[config.mk]
export PLATFORM = sky130hd
export DESIGN_NAME = light_pattern_seq
export DESIGN_NICKNAME = d
export VERILOG_FILES = /design/src/rtl/light_show_pkg.sv /design/src/rtl/light_lfsr.sv /design/src/rtl/light_pattern_seq.sv
export SDC_FILE = /design/constraint.sdc
export NUM_CORES = 1
export LEC_CHECK = 0
export CORE_UTILIZATION = 40
export CTS_CLUSTER_DIAMETER = 30
export DETAILED_ROUTE_END_ITERATION = 16
export GPL_ROUTABILITY_DRIVEN = 0
export GPL_TIMING_DRIVEN = 1
export MAX_ROUTING_LAYER = met4
export SYNTH_ARGS = -nofsm -noshare
export SYNTH_HDL_FRONTEND = slang
export SYNTH_SLANG_ARGS = --single-unit
[constraint.sdc]
create_clock -name Clock -period 4.4 [get_ports Clock]
set_input_delay 0.66 -clock Clock [delete_from_list [all_inputs] [get_ports Clock]]
set_output_delay 0.66 -clock Clock [all_outputs]
set_load 0.01 [all_outputs]
[src/rtl/light_show_pkg.sv]
// Shared definitions for the light pattern sequencer: mode encodings,
// default widths, sparkle LFSR seed/taps and the LFSR next-state helper.
package light_show_pkg;

  typedef enum logic [1:0] {
    MODE_CHASE   = 2'd0,
    MODE_BOUNCE  = 2'd1,
    MODE_BAR     = 2'd2,
    MODE_SPARKLE = 2'd3
  } mode_e;

  localparam int unsigned RED_W_DEF = 10;
  localparam int unsigned GRN_W_DEF = 8;

  // x^10 + x^7 + 1, shifting toward the MSB, feedback into bit 0
  localparam int unsigned         LFSR_W        = 10;
  localparam logic [LFSR_W-1:0]   LFSR_SEED_DEF = 10'h2A5;
  localparam int unsigned         LFSR_TAP_HI   = 9;
  localparam int unsigned         LFSR_TAP_LO   = 6;

  // Next LFSR state; a stuck all-zero state recovers to the seed
  function automatic logic [LFSR_W-1:0] lfsr_next(input logic [LFSR_W-1:0] s,
                                                  input logic [LFSR_W-1:0] seed);
    if (s == '0) return seed;
    return {s[LFSR_W-2:0], s[LFSR_TAP_HI] ^ s[LFSR_TAP_LO]};
  endfunction

endpackage

[src/rtl/light_lfsr.sv]
// Sparkle pattern generator: 10-bit Fibonacci LFSR with reload to seed.
module light_lfsr
  import light_show_pkg::*;
#(
  parameter logic [LFSR_W-1:0] SEED = LFSR_SEED_DEF
) (
  input  logic              clk_i,
  input  logic              rst_ni,
  input  logic              adv_i,
  input  logic              reload_i,
  output logic [LFSR_W-1:0] state_o
);

  logic [LFSR_W-1:0] state_q, state_d;

  // Next state: reload wins over advance, otherwise hold
  always_comb begin
    state_d = state_q;
    if (reload_i)   state_d = SEED;
    else if (adv_i) state_d = lfsr_next(state_q, SEED);
  end

  // State register with synchronous active-low reset to the seed
  always_ff @(posedge clk_i) begin
    if (!rst_ni) state_q <= SEED;
    else         state_q <= state_d;
  end

  assign state_o = state_q;

endmodule

[src/rtl/light_pattern_seq.sv]
// Tick-stepped LED pattern sequencer: chase, bounce, bar and sparkle
// patterns on the red LEDs, completed-cycle counter on the green LEDs.
module light_pattern_seq
  import light_show_pkg::*;
#(
  parameter int unsigned       RED_W     = RED_W_DEF,
  parameter int unsigned       GRN_W     = GRN_W_DEF,
  parameter logic [LFSR_W-1:0] LFSR_SEED = LFSR_SEED_DEF
) (
  input  logic             Clock,
  input  logic             ResetN,
  input  logic             Tick,
  input  logic [1:0]       Mode,
  input  logic             Pause,
  input  logic             Dir,
  output logic [RED_W-1:0] LedRed,
  output logic [GRN_W-1:0] LedGrn,
  output logic             CycleDone
);

  localparam int unsigned        POS_W     = (RED_W > 1) ? $clog2(RED_W) : 1;
  localparam int unsigned        FILL_W    = $clog2(RED_W + 1);
  localparam logic [POS_W-1:0]   POS_LAST  = POS_W'(RED_W - 1);
  localparam logic [FILL_W-1:0]  FILL_FULL = FILL_W'(RED_W);

  mode_e              mode_q, mode_d;
  logic [POS_W-1:0]   pos_q, pos_d;
  logic               up_q, up_d;
  logic [FILL_W-1:0]  fill_q, fill_d;
  logic               filling_q, filling_d;
  logic [RED_W-1:0]   red_q, red_d;
  logic [GRN_W-1:0]   grn_q, grn_d;
  logic               done_q, done_d;

  logic               step, wrap;
  logic               lfsr_adv, lfsr_reload;
  logic [LFSR_W-1:0]  lfsr_state, lfsr_nxt;

  light_lfsr #(
    .SEED (LFSR_SEED)
  ) u_lfsr (
    .clk_i    (Clock),
    .rst_ni   (ResetN),
    .adv_i    (lfsr_adv),
    .reload_i (lfsr_reload),
    .state_o  (lfsr_state)
  );

  // Next-state and next-output logic; LED image is rendered from the
  // post-step state so outputs track a step with one register stage
  always_comb begin
    mode_d      = mode_q;
    pos_d       = pos_q;
    up_d        = up_q;
    fill_d      = fill_q;
    filling_d   = filling_q;
    red_d       = red_q;
    grn_d       = grn_q;
    done_d      = 1'b0;
    wrap        = 1'b0;
    lfsr_adv    = 1'b0;
    lfsr_reload = 1'b0;
    lfsr_nxt    = lfsr_next(lfsr_state, LFSR_SEED);
    step        = Tick && !Pause;

    if (step) begin
      if (mode_e'(Mode) != mode_q) begin
        mode_d = mode_e'(Mode);
        unique case (mode_d)
          MODE_CHASE, MODE_BOUNCE: begin
            pos_d = '0;
            up_d  = 1'b1;
          end
          MODE_BAR: begin
            fill_d    = '0;
            filling_d = 1'b1;
          end
          MODE_SPARKLE: lfsr_reload = 1'b1;
        endcase
      end else begin
        unique case (mode_q)
          MODE_CHASE: begin
            if (!Dir) begin
              if (pos_q == POS_LAST) begin
                pos_d = '0;
                wrap  = 1'b1;
              end else begin
                pos_d = pos_q + POS_W'(1);
              end
            end else begin
              if (pos_q == '0) begin
                pos_d = POS_LAST;
                wrap  = 1'b1;
              end else begin
                pos_d = pos_q - POS_W'(1);
              end
            end
          end
          MODE_BOUNCE: begin
            if (up_q) begin
              if (pos_q == POS_LAST) begin
                pos_d = POS_LAST - POS_W'(1);
                up_d  = 1'b0;
              end else begin
                pos_d = pos_q + POS_W'(1);
              end
            end else begin
              if (pos_q == '0) begin
                pos_d = POS_W'(1);
                up_d  = 1'b1;
              end else begin
                pos_d = pos_q - POS_W'(1);
                wrap  = (pos_q == POS_W'(1));
              end
            end
          end
          MODE_BAR: begin
            if (filling_q) begin
              fill_d = fill_q + FILL_W'(1);
              if (fill_d == FILL_FULL) filling_d = 1'b0;
            end else begin
              fill_d = fill_q - FILL_W'(1);
              if (fill_d == '0) begin
                filling_d = 1'b1;
                wrap      = 1'b1;
              end
            end
          end
          MODE_SPARKLE: begin
            lfsr_adv = 1'b1;
            wrap     = (lfsr_nxt == LFSR_SEED);
          end
        endcase
      end

      if (wrap) begin
        done_d = 1'b1;
        grn_d  = grn_q + GRN_W'(1);
      end

      unique case (mode_d)
        MODE_CHASE, MODE_BOUNCE: red_d = RED_W'(1) << pos_d;
        MODE_BAR: begin
          for (int unsigned i = 0; i < RED_W; i++) begin
            red_d[i] = Dir ? (i + 32'(fill_d) >= RED_W) : (i < 32'(fill_d));
          end
        end
        MODE_SPARKLE: red_d = RED_W'(lfsr_reload ? LFSR_SEED : lfsr_nxt);
      endcase
    end
  end

  // Sequencer state and registered outputs, synchronous active-low reset
  always_ff @(posedge Clock) begin
    if (!ResetN) begin
      mode_q    <= MODE_CHASE;
      pos_q     <= '0;
      up_q      <= 1'b1;
      fill_q    <= '0;
      filling_q <= 1'b1;
      red_q     <= RED_W'(1);
      grn_q     <= '0;
      done_q    <= 1'b0;
    end else begin
      mode_q    <= mode_d;
      pos_q     <= pos_d;
      up_q      <= up_d;
      fill_q    <= fill_d;
      filling_q <= filling_d;
      red_q     <= red_d;
      grn_q     <= grn_d;
      done_q    <= done_d;
    end
  end

  assign LedRed    = red_q;
  assign LedGrn    = grn_q;
  assign CycleDone = done_q;

endmodule

**After elaboration in Yosys (flattened, before gate mapping)**

Cells that the tools add are included.

- Word-level logic and storage cells: 142
- Register bits after elaboration: 41
- Output and inout bits: 19
- Input bits: 7

- Multiplexer cells: 63
- Add/subtract/negate cells: 14
- Eq/ne operators: 16
- Reductions and logical operators: 17
- Bitwise gates (word level): 2
- Order comparisons: 20
- Shift operators: 1

Operator list:

| cell | count |
|---|---|
| $mux W4 | 14 |
| $ge A5 B4 Y1 const B | 9 |
| $mux W1 | 40 |
| $mux W10 | 4 |
| $pmux W10 S3 | 1 |
| $add A3 B4 Y5 const A | 4 |
| $lt A3 B4 Y1 const A | 4 |
| $eq A2 B2 Y1 const B | 6 |
| $add A2 B4 Y5 const A | 2 |
| $add A4 B4 Y5 const A | 2 |
| $eq A10 B10 Y1 const B | 1 |
| $logic_not A10 Y1 | 1 |
| $shl A1 B4 Y10 const A | 1 |
| $add A4 B1 Y4 const B | 2 |
| $add A8 B1 Y8 const B | 1 |
| $eq A4 B4 Y1 const B | 2 |
| $logic_not A4 Y1 | 2 |
| $lt A1 B4 Y1 const A | 2 |
| $lt A2 B4 Y1 const A | 2 |
| $lt A4 B4 Y1 const A | 2 |
| $pmux W4 S2 | 1 |
| $sub A4 B1 Y4 const B | 2 |
| $eq A2 B1 Y1 const B | 3 |
| $logic_not A2 Y1 | 3 |
| 15 further kinds | 22 |

**Depth between registers and ports, before layout**

Gate-level depths: netlist of the first run.

- Depth in word-level cells: 9
- Gate-level depth with buffers: 15
- Depth with buffers taken out: 14

**By module**

Synthesis of the first run repeated with hierarchy kept, for this count alone.

- Cells, all modules: 425
- Area total of the unflattened synthesis: 3240.6 µm²

By module, submodules not included:

| module | sequential area each (µm²) | cells each | area an instance (µm²) | times used |
|---|---|---|---|---|
| light_pattern_seq | 620.6 | 379 | 2791.4 | 1 |
| light_lfsr | 200.2 | 46 | 449.2 | 1 |

**Least setup slack after synthesis of the first run**

No wires, ideal clock.

- Path type: input to register
- Start point: input port Mode[0]
- End point: register red_q[1], in the netlist LedRed[1]
- Path buffers: 1
- Required time: 4.272 ns
- Setup time: 0.128 ns
- Data arrival time: 2.519 ns
- Stages: 11
- Setup slack: 1.753 ns
- Cell sequence: xor2_2 -> or2_1 -> buf_4 -> mux2_4 -> inv_2 -> ha_1 -> nor3_1 -> o21a_1 -> a221oi_1 -> o21ai_1 -> a21oi_1

- Cells in the longest elaborated chain, start to end: 8
- Elaborated cells between the ends (all ways): 29
- Those cells by class: 1 x add/sub; 2 x order compare; 7 x eq/ne; 1 x shift; 14 x mux; 4 x reduce/logical

RTL lines:

| item | line | text |
|---|---|---|
| start, declared | light_pattern_seq.sv:13 | `input logic [1:0] Mode,` |
| $eq A2 B2 Y1 | light_pattern_seq.sv:69 | `unique case (mode_d)` |
| $mux W4 | light_pattern_seq.sv:69 |  |
| $mux W4 | light_pattern_seq.sv:67 | `if (mode_e'(Mode) != mode_q) begin` |
| $mux W4 | light_pattern_seq.sv:66 | `if (step) begin` |
| $add A1 B4 Y5 | light_pattern_seq.sv:145 | `red_d[i] = Dir ? (i + 32'(fill_d) >= RED_W) : (i < 32'(fill_d));` |
| $ge A5 B4 Y1 | light_pattern_seq.sv:145 |  |
| $mux W1 | light_pattern_seq.sv:145 |  |
| $pmux W10 S3 * | light_pattern_seq.sv:141 | `unique case (mode_d)` |
| end signal, assigned | light_pattern_seq.sv:170 | `red_q <= red_d;` |
| end, declared | light_pattern_seq.sv:31 | `logic [RED_W-1:0] red_q, red_d;` |

Every way passes the cells marked *; elsewhere a longest branch is shown, timed or not. The select of a mux whose other input is x is not followed.
A chain may end at the register's enable or synchronous reset.

**Worst setup path after layout of the first run**

- Start point: input port Mode[1]
- End point: register red_q[5], in the netlist LedRed[5]

- Cells in the longest elaborated chain, start to end: 8
- Elaborated cells between the ends (all ways): 29
- Those cells by class: 1 x add/sub; 2 x order compare; 7 x eq/ne; 1 x shift; 14 x mux; 4 x reduce/logical

RTL lines:

| item | line |
|---|---|
| $eq A2 B2 Y1 | light_pattern_seq.sv:69 |
| $mux W4 | light_pattern_seq.sv:69 |
| $mux W4 | light_pattern_seq.sv:67 |
| $mux W4 | light_pattern_seq.sv:66 |
| $add A3 B4 Y5 | light_pattern_seq.sv:145 |
| $ge A5 B4 Y1 | light_pattern_seq.sv:145 |
| $mux W1 | light_pattern_seq.sv:145 |
| $pmux W10 S3 * | light_pattern_seq.sv:141 |

Marked as above.

==> results.toml, run 1 <==
[outcome]
outcome = "finished, final reports clean"

[logic_synthesis]
synth_edf_count = 0
synth_xor_area_share_pct = 4.56
synthCells = 409
syn_area_um2 = 3050
yosysTopAreaCell = "dfxtp_1"
muxShareOfSynthArea_pct = 2.18
yosysUniqueCellTypes = 64
ys_warn_count = 0
synth_top_family_by_area = "compound AO/OA/AOI/OAI gates"
synthTopCellsByArea = "dfxtp_1 (27%), ha_1 (6.6%), a21oi_1 (6.4%), nand2_1 (5.7%), o21ai_0 (4.6%)"
async_reset_ff_share_pct = 0
synth_fa_ha_area_share_pct = 6.57
synth_nets = 432
synth_compound_area_share_pct = 27.3
yosys.area_share.simple_pct = 26.4
ys_seq_area_share_pct = 26.9
synth.top_cell.area_share_pct = 26.9
ys.flop_type = "dfxtp_1"
synth_seq_cells = 41
avgSynthCellArea_um2 = 7.45

[critical_path]
critPathKind = "in2reg"
crit_family = "buffers and inverters"
cp_max_fo = 15
crit_slowest_cell = "clkdlybuf4s50_1"
reg2reg_from = "fill_q[1]$_SDFFE_PN0P_"
max_stage_delay_ns = 0.82
rrSetupSlack_ns = 1.42
start_kind = "input port"
reg2reg_depth = 12
worstPathRequired_ns = 4.63
endpoint_kind = "register"
timing.critical_path.mode_cell = "a21oi_1"
worstPathArrival_ns = 3.64
r2r_end = "LedRed[1]$_SDFFE_PN0P_"
path_buf_inv = 3
crit_chain = "clkdlybuf4s50_1, nand2b_1, a21oi_1, inv_1, ha_1, nor2_1, nand2_1, inv_1, o21ai_0, a21oi_1, or3_1, a21oi_1"

[clock_tree]
clock_latency_ns = 0.30
cts-resized-gates = 0
hold_buffers = 0
clock-sinks = 41
max-clock-path-buffers = 2
cts_tree = "yes"
cts_buffers = 5
postCtsSetupBuffers = 0
cts_root_buffer = "clkbuf_8"
cts_max_level = 2
cts.clk_slew.worst_paths_ns = 0.09

[global_routing]
grt_max_degree = 24
grtUsageTotal_pct = 22.3
antenna_found_initial = 0
grt_pass1_wl_um = 13300
grt-ovfl-total = 0
grt_pass1_vias = 2672

[hold_path]
hp-class = "reg2reg"
holdPathEnd = "u_lfsr.state_o[3]$_SDFFE_PP0P_"
whs_path_depth = 2
hp-start = "u_lfsr.state_o[2]$_SDFFE_PP1P_"

[drt]
drt-total-wl_um = 8300
ant_nets = 0
vias = 3061
drtIter0Drc = 237
drc_errors = 0
drtPass1Iterations = 4
via_per_inst = 5.88
wire_per_inst_um = 15.9

[timing]
rsz0062_at_grt = "false"
finalSetupTns_ns = 0
drv_slew = 0
relSlewSlack_pct = 43.8
fin_crit_ns = 3.41
worst_pin_slew_ns = 0.843
setup_slack_ns = 0.993
whs_ns = 0.525
timing.final.crit_share_pct = 77.4
final-hold-violation-count = 0
setup_violations = 0
fmax_ghz = 0.294
fin_worst_skew_ns = 0.00875

[cells_and_area]
multi_input_area_um2 = 2040
nNetsFinal = 444
drive_above_1_share_pct = 5.45
area_delta_synth_final_pct = 12.2
diodes = 0
finalCoreUtilization_pct = 46.9
final_common_cell = "nand2_1"
fillers = 761
regArea_um2 = 821
final_cell_mix = "nand2_1 (46), dfxtp_1 (41), a21oi_1 (39), nor2_1 (37), o21ai_0 (28)"

[floorplan]
io_pins = 26
die_y_um = 89.3
rows = 31
die_x_um = 89.3
start_util_pct = 41.8
die_area_um2 = 7970
core_area_um2 = 7290

[pwr]
pwr_density_cell_nw_per_um2 = 243
peakVddDrop_mv = 0.186
leakage_nw = 1.23

[placed_design]
port_buffers = 25
place_ws_ns = 0.711
post-dp-hpwl_um = 5930

[run]
maxCapViolations = 0
-- final cells by class --
type                            instances  share of cell area, %
Multi-Input combinational cell        326                   59.8
Clock inverter                          2                  0.439
Sequential cell                        41                   24.0
Tap cell                               99                   3.62
Timing Repair Buffer                   28                   7.98
Clock buffer                            6                   2.12
Inverter                               19                   2.09
-- worst reg2reg max path, stage by stage (launching register included) --
cell and delay [ns]:
dfxtp_1 0.55, inv_1 0.19, ha_1 0.32, xnor2_1 0.20, mux2i_1 0.13, mux2_4 0.35
inv_2 0.11, ha_1 0.26, nor3_1 0.33, o21a_1 0.16, a221oi_1 0.04, o21ai_1 0.15
a21oi_1 0.08
-- routing by layer --
layer  GRT usage (%)  vias up  wire length [um]
met2            33.9      100              3760
met3            2.77       12               446
met5               -        -                 0
met4            5.63        0               128
met1            31.2     1442              3960
li1                -     1507                 -
-- synth_stat cells (all sizes together) (5+ instances only) --
| cell type | n |
|---|---|
| nor3 | 12 |
| a21oi | 40 |
| a31oi | 7 |
| ha | 16 |
| nand2 | 46 |
| a211oi | 8 |
| and3 | 5 |
| clkbuf | 10 |
| o21ai | 30 |
| a221oi | 8 |
| xnor2 | 11 |
| o22ai | 7 |
| inv | 18 |
| nor2 | 37 |
| nand2b | 9 |
| nor2b | 5 |
| nand3 | 13 |
| dfxtp | 41 |
| nor4 | 6 |
| buf | 13 |
| o2111ai | 5 |
-- logic make-up after synthesis --
| logic type | count (synthesis) |
|---|---|
| AO/OA/AOI/OAI | 131 |
| XOR/XNOR | 15 |
| adder cells (fa/ha/maj) | 16 |
| buffers and inverters | 42 |
| flip-flops | 41 |
| multiplexers | 6 |
| AND/OR/NAND/NOR | 158 |
-- worst max-delay path by stage --
stage	startpoint	end	cells after the start
after floorplan	Mode[0]	LedRed[1]$_SDFFE_PN0P_	11
after global placement	Mode[1]	LedRed[9]$_SDFFE_PN0P_	11
after detailed placement	Mode[1]	LedRed[5]$_SDFFE_PN0P_	12
after CTS	Mode[1]	LedRed[5]$_SDFFE_PN0P_	12
after global routing	Mode[1]	LedRed[5]$_SDFFE_PN0P_	12
final	Mode[1]	LedRed[5]$_SDFFE_PN0P_	12
-- state kept, by name, summed over array words and instances, names as in the netlist --
signal and flops:
mode_q 2, pos_q 4, CycleDone 1, filling_q 1, up_q 1, LedRed 10
LedGrn 8, fill_q 4, u_lfsr.state_o 10
-- power by group --
group	total (W)	internal, W	switching, W
sequential	0.000398	0.000381	0.0000173
clock	0.000261	0.000112	0.000149
combinational	0.000170	0.0000686	0.000102
total	0.000830	0.000562	0.000268
-- through the flow --
stage                     cell area, um^2  std cells  total power (W)
after global placement               3330        513         0.000575
after floorplan                      3050        409         0.000525
final                                3420        521         0.000830
after CTS                            3420        521         0.000832
after global routing                 3420        521         0.000866
after detailed placement             3330        513         0.000575
Power figures use the tool's default switching activity.
==> run 2, diff against run 1 <==
==> constraint.sdc (replaced) <==
create_clock -name Clock -period 3.3 [get_ports Clock]
set_input_delay 0.495 -clock Clock [delete_from_list [all_inputs] [get_ports Clock]]
set_output_delay 0.495 -clock Clock [all_outputs]
set_load 0.01 [all_outputs]
==> run 2 against run 1 <==
  * Global-route usage up 0.53 points
  * Cell area up 4.6%
  * Via count up 1.5%
  * Die area unchanged
  * Cell count up 3.5%
  * Total power up 44%
==> results.toml, run 2 (synthesized netlist as in run 1, its figures left out) <==
[cells_and_area]
final_cell_mix = "nand2_1 (46), dfxtp_1 (41), a21oi_1 (39), nor2_1 (37), o21ai_0 (28)"
fillers = 753
area_delta_synth_final_pct = 17.5
finalCoreUtilization_pct = 49.1
final_common_cell = "nand2_1"
nNetsFinal = 462
diodes = 0
drive_above_1_share_pct = 9.32

[floorplan]
rows = 31
start_util_pct = 41.8
die_y_um = 89.3
core_area_um2 = 7290
die_area_um2 = 7970
io_pins = 26
die_x_um = 89.3

[drt]
drc_errors = 0
via_per_inst = 5.76
drtIter0Drc = 185
drtPass1Iterations = 7
wire_per_inst_um = 15.5
drt-total-wl_um = 8330
vias = 3106
ant_nets = 0

[critical_path]
start_kind = "register"
cp_max_fo = 10
r2r_end = "LedRed[5]$_SDFFE_PN0P_"
worstPathRequired_ns = 3.54
rrSetupSlack_ns = 0.40
endpoint_kind = "register"
critPathKind = "reg2reg"
reg2reg_depth = 14
worstPathArrival_ns = 3.14
reg2reg_from = "fill_q[0]$_SDFFE_PN0P_"

[clock_tree]
cts.clk_slew.worst_paths_ns = 0.09
cts_tree = "yes"
clock-sinks = 41
cts_root_buffer = "clkbuf_8"
hold_buffers = 0
max-clock-path-buffers = 2
clock_latency_ns = 0.30
cts_buffers = 5
cts-resized-gates = 0
cts_max_level = 2
postCtsSetupBuffers = 0

[timing]
rsz0062_at_grt = "false"
fin_worst_skew_ns = 0.00547
relSlewSlack_pct = 42.6
final-hold-violation-count = 0
finalSetupTns_ns = 0
drv_slew = 0
fmax_ghz = 0.344
setup_violations = 0
timing.final.crit_share_pct = 88.0
fin_crit_ns = 2.90
worst_pin_slew_ns = 0.850

[pwr]
leakage_nw = 1.34
switching_share_pct = 29.5
pwr_density_cell_nw_per_um2 = 334
seq_power_share_pct = 43.7
power.internal_w = 0.000843
peakVddDrop_mv = 0.175
pwr-share-comb_pct = 21.2
clkPwrFrac_pct = 35.0
p_sw_w = 0.000353

[placed_design]
post-dp-hpwl_um = 6180
port_buffers = 25

[global_routing]
antenna_found_initial = 0
grt_pass1_wl_um = 13500
grt_pass1_vias = 2687
grt-ovfl-total = 0
grtUsageTotal_pct = 22.8
grt_max_degree = 24

[outcome]
outcome = "finished, final reports clean"

[hold_path]
hp-class = "reg2reg"
whs_path_depth = 2
holdPathEnd = "u_lfsr.state_o[3]$_SDFFE_PP0P_"
hp-start = "u_lfsr.state_o[2]$_SDFFE_PP1P_"

[run]
maxCapViolations = 0
-- run 2: cell count changes in the layout (fill, tap and decap cells not counted) --
cell,change
clkinvlp_4,-2
clkinv_4,+1
buf_4,+18
bufinv_16,+1
-- run 2: cell type report --
type | count | area [um^2] | area share, %
multi-input cells | 326 | 2040 | 57.1
flip-flops and latches | 41 | 821 | 22.9
repair buffers | 46 | 408 | 11.4
well taps | 99 | 124 | 3.46
clock buffers | 6 | 72.6 | 2.03
inverters | 19 | 71.3 | 1.99
clock inverters | 2 | 38.8 | 1.08
-- run 2: power by group through the flow --
stage	clock network, W	registers (W)	logic [W]
final	0.000419	0.000523	0.000254
after global routing	0.000448	0.000525	0.000279
after CTS	0.000426	0.000523	0.000252
after detailed placement	0	0.000534	0.000251
after global placement	0	0.000534	0.000252
after floorplan	0	0.000532	0.000168
-- run 2: metrics by stage --
step                      cell area, um^2  hold slack (ns)  worst slack [ns]  std cells  total power (W)
final                                3580            0.513             0.397        539          0.00120
after global routing                 3580            0.552             0.177        539          0.00125
after CTS                            3580            0.515             0.402        539          0.00120
after detailed placement             3470            0.503             0.208        531         0.000785
after global placement               3470            0.492             0.291        531         0.000786
after floorplan                      3050            0.458             0.747        409         0.000701
-- run 2: worst max-delay path: stages (launching register included) --
cell and delay (ns):
dfxtp_1 0.52, inv_1 0.13, ha_1 0.32, xnor2_1 0.14, mux2i_1 0.22, mux2_4 0.25
inv_2 0.07, ha_1 0.30, nor2_1 0.06, nand2_1 0.10, inv_1 0.04, o21ai_0 0.15
a21oi_1 0.08, or3_1 0.31, a21oi_1 0.14
-- run 2: worst max path at each step --
stage                            from  cells after the start  slack [ns]                      to
2_1_floorplan  fill_q[0]$_SDFFE_PN0P_                     12        0.75  LedRed[0]$_SDFFE_PN1P_
3_3_place_gp                  Mode[0]                     11        0.29  LedRed[1]$_SDFFE_PN0P_
3_5_place_dp                  Mode[0]                     11        0.21  LedRed[1]$_SDFFE_PN0P_
4_1_cts        fill_q[0]$_SDFFE_PN0P_                     14        0.40  LedRed[5]$_SDFFE_PN0P_
5_1_grt        fill_q[0]$_SDFFE_PN0P_                     14        0.18  LedRed[5]$_SDFFE_PN0P_
6_report       fill_q[0]$_SDFFE_PN0P_                     14        0.40  LedRed[5]$_SDFFE_PN0P_
-- run 2: metal layers --
layer | GRT usage [%] | share of wire [%] | up-vias
met5 | - | 0 | -
met4 | 5.34 | 0.96 | 0
met3 | 3.05 | 4.7 | 6
met2 | 35.5 | 47 | 98
met1 | 31.4 | 48 | 1460
li1 | - | - | 1542
==> run 3, diff against run 2 <==
--- a/config.mk
+++ b/config.mk
@@ -5,12 +5,13 @@
 export SDC_FILE = /design/constraint.sdc
 export NUM_CORES = 1
 export LEC_CHECK = 0
-export CORE_UTILIZATION = 40
+export CORE_UTILIZATION = 55
 export CTS_CLUSTER_DIAMETER = 30
 export DETAILED_ROUTE_END_ITERATION = 16
 export GPL_ROUTABILITY_DRIVEN = 0
 export GPL_TIMING_DRIVEN = 1
 export MAX_ROUTING_LAYER = met4
+export PLACE_DENSITY = 0.76
 export SYNTH_ARGS = -nofsm -noshare
 export SYNTH_HDL_FRONTEND = slang
 export SYNTH_SLANG_ARGS = --single-unit
==> run 3 against run 2 <==
  * Total power down 6.7%
  * Via count grew 0.64%
  * Register-to-register slack got worse by 0.15 ns
  * Cell area decreased by 3.1%
  * Fmax down 5.0%
  * Hold slack worse by 0.010 ns
  * Global-route usage rose by 5.6 points
  * Sequential cell count did not move
  * Critical endpoint unchanged
  * Largest cell class unchanged
==> results.toml, run 3 (synthesized netlist as in run 1, its figures left out) <==
[outcome]
outcome = "finished, final reports clean"

[clock_tree]
cts.clk_slew.worst_paths_ns = 0.08
cts_tree = "yes"
cts_root_buffer = "clkbuf_8"
cts_max_level = 2
cts_buffers = 5
hold_buffers = 0
max-clock-path-buffers = 2
postCtsSetupBuffers = 0
clock-sinks = 41
clock_latency_ns = 0.30
cts-resized-gates = 0

[timing]
worst_pin_slew_ns = 0.863
relSlewSlack_pct = 41.7
fin_crit_ns = 3.06
final-hold-violation-count = 0
fmax_ghz = 0.327
setup_slack_ns = 0.243
fin_worst_skew_ns = 0.00851
whs_ns = 0.503
rsz0062_at_grt = "false"
drv_slew = 0
setup_violations = 0
finalSetupTns_ns = 0
timing.final.crit_share_pct = 92.6

[pwr]
pwr_density_cell_nw_per_um2 = 322
leakage_nw = 1.29
peakVddDrop_mv = 0.281

[floorplan]
die_x_um = 76.4
start_util_pct = 58.5
rows = 26
core_area_um2 = 5200
die_area_um2 = 5840
io_pins = 26
die_y_um = 76.4

[critical_path]
crit_slowest_cell = "dfxtp_1"
worstPathRequired_ns = 3.53
crit_family = "adder cells"
start_kind = "register"
worstPathArrival_ns = 3.29
critPathKind = "reg2reg"
max_stage_delay_ns = 0.56
cp_max_fo = 10
path_buf_inv = 3
crit_chain = "inv_1, ha_1, xnor2_1, mux2i_1, mux2_4, inv_2, ha_1, nor2_1, nand2_1, inv_1, o21ai_0, a21oi_1, or3_1, a21oi_1"
endpoint_kind = "register"

[drt]
drc_errors = 0
drtPass1Iterations = 5
via_per_inst = 6.23
drtIter0Drc = 258
ant_nets = 0
drt-total-wl_um = 8040
vias = 3126
wire_per_inst_um = 16.0

[cells_and_area]
final_cell_mix = "nand2_1 (46), dfxtp_1 (41), a21oi_1 (39), nor2_1 (37), o21ai_0 (28)"
diodes = 0
drive_above_1_share_pct = 7.87
area_delta_synth_final_pct = 13.8
final_common_cell = "nand2_1"
fillers = 472
nNetsFinal = 455
finalCoreUtilization_pct = 66.6

[global_routing]
grt_pass1_wl_um = 13100
grt_max_degree = 24
grtUsageTotal_pct = 28.4
grt-ovfl-total = 0
antenna_found_initial = 0
grt_pass1_vias = 2721

[placed_design]
port_buffers = 25
post-dp-hpwl_um = 5910
place_ws_ns = 0.140

[hold_path]
hp-class = "reg2reg"

[run]
maxCapViolations = 0
[run 3: cell types whose count changed in the layout (fill, tap and decap cells not counted), sizes merged]
| cell | change |
|---|---|
| clkinv | -1 |
| buf | -7 |
| clkinvlp | +1 |
| bufinv | -1 |
[run 3: power breakdown]
part | leakage [nW] | internal [W] | total [W] | switching [W]
clock network | 0.0433 | 0.000165 | 0.000344 | 0.000179
registers | 0.333 | 0.000508 | 0.000529 | 0.0000207
logic | 0.916 | 0.000101 | 0.000243 | 0.000142
total | 1.29 | 0.000775 | 0.00112 | 0.000341
[run 3: worst paths after layout]
| path | start | endpoint | slack, ns | cells past startpoint |
|---|---|---|---|---|
| hold reg to reg | u_lfsr.state_o[0]$_SDFFE_PP1P_ | u_lfsr.state_o[1]$_SDFFE_PP0P_ | 0.50 | 2 |
| hold / removal | u_lfsr.state_o[0]$_SDFFE_PP1P_ | u_lfsr.state_o[1]$_SDFFE_PP0P_ | 0.50 | 2 |
| setup / recovery | fill_q[0]$_SDFFE_PN0P_ | LedRed[5]$_SDFFE_PN0P_ | 0.24 | 14 |
| setup reg to reg | fill_q[0]$_SDFFE_PN0P_ | LedRed[5]$_SDFFE_PN0P_ | 0.24 | 14 |
[run 3: tightest hold or removal path, delay by kind of cell, from the launching register on]
kind / cells / cell delay (ns)
compound gates: 1 / 0.05
flops: 1 / 0.34
simple gates: 1 / 0.07
[run 3: cell type report]
class / instances / area (um^2) / area share (%)
Multi-Input combinational cell: 326 / 2040 / 58.9
Sequential cell: 41 / 821 / 23.7
Tap cell: 70 / 87.6 / 2.53
Timing Repair Buffer: 39 / 355 / 10.2
Clock inverter: 1 / 7.51 / 0.216
Clock buffer: 6 / 82.6 / 2.38
Inverter: 19 / 71.3 / 2.06
[run 3: routing by layer]
layer	wire length [um]	track usage, %	vias up	share of wire [%]
met5	0	-	-	0
met4	136	8.65	0	1.7
met3	577	6.23	17	7.2
met2	3540	43.2	135	44
met1	3790	37.6	1454	47
li1	-	-	1520	-
[run 3: metrics by stage]
step | total power, W | std cells | instance area, um^2
finish | 0.00112 | 502 | 3470
global route | 0.00117 | 502 | 3470
CTS | 0.00112 | 502 | 3470
detailed placement | 0.000777 | 495 | 3380
global placement | 0.000774 | 495 | 3380
floorplan | 0.000701 | 409 | 3050
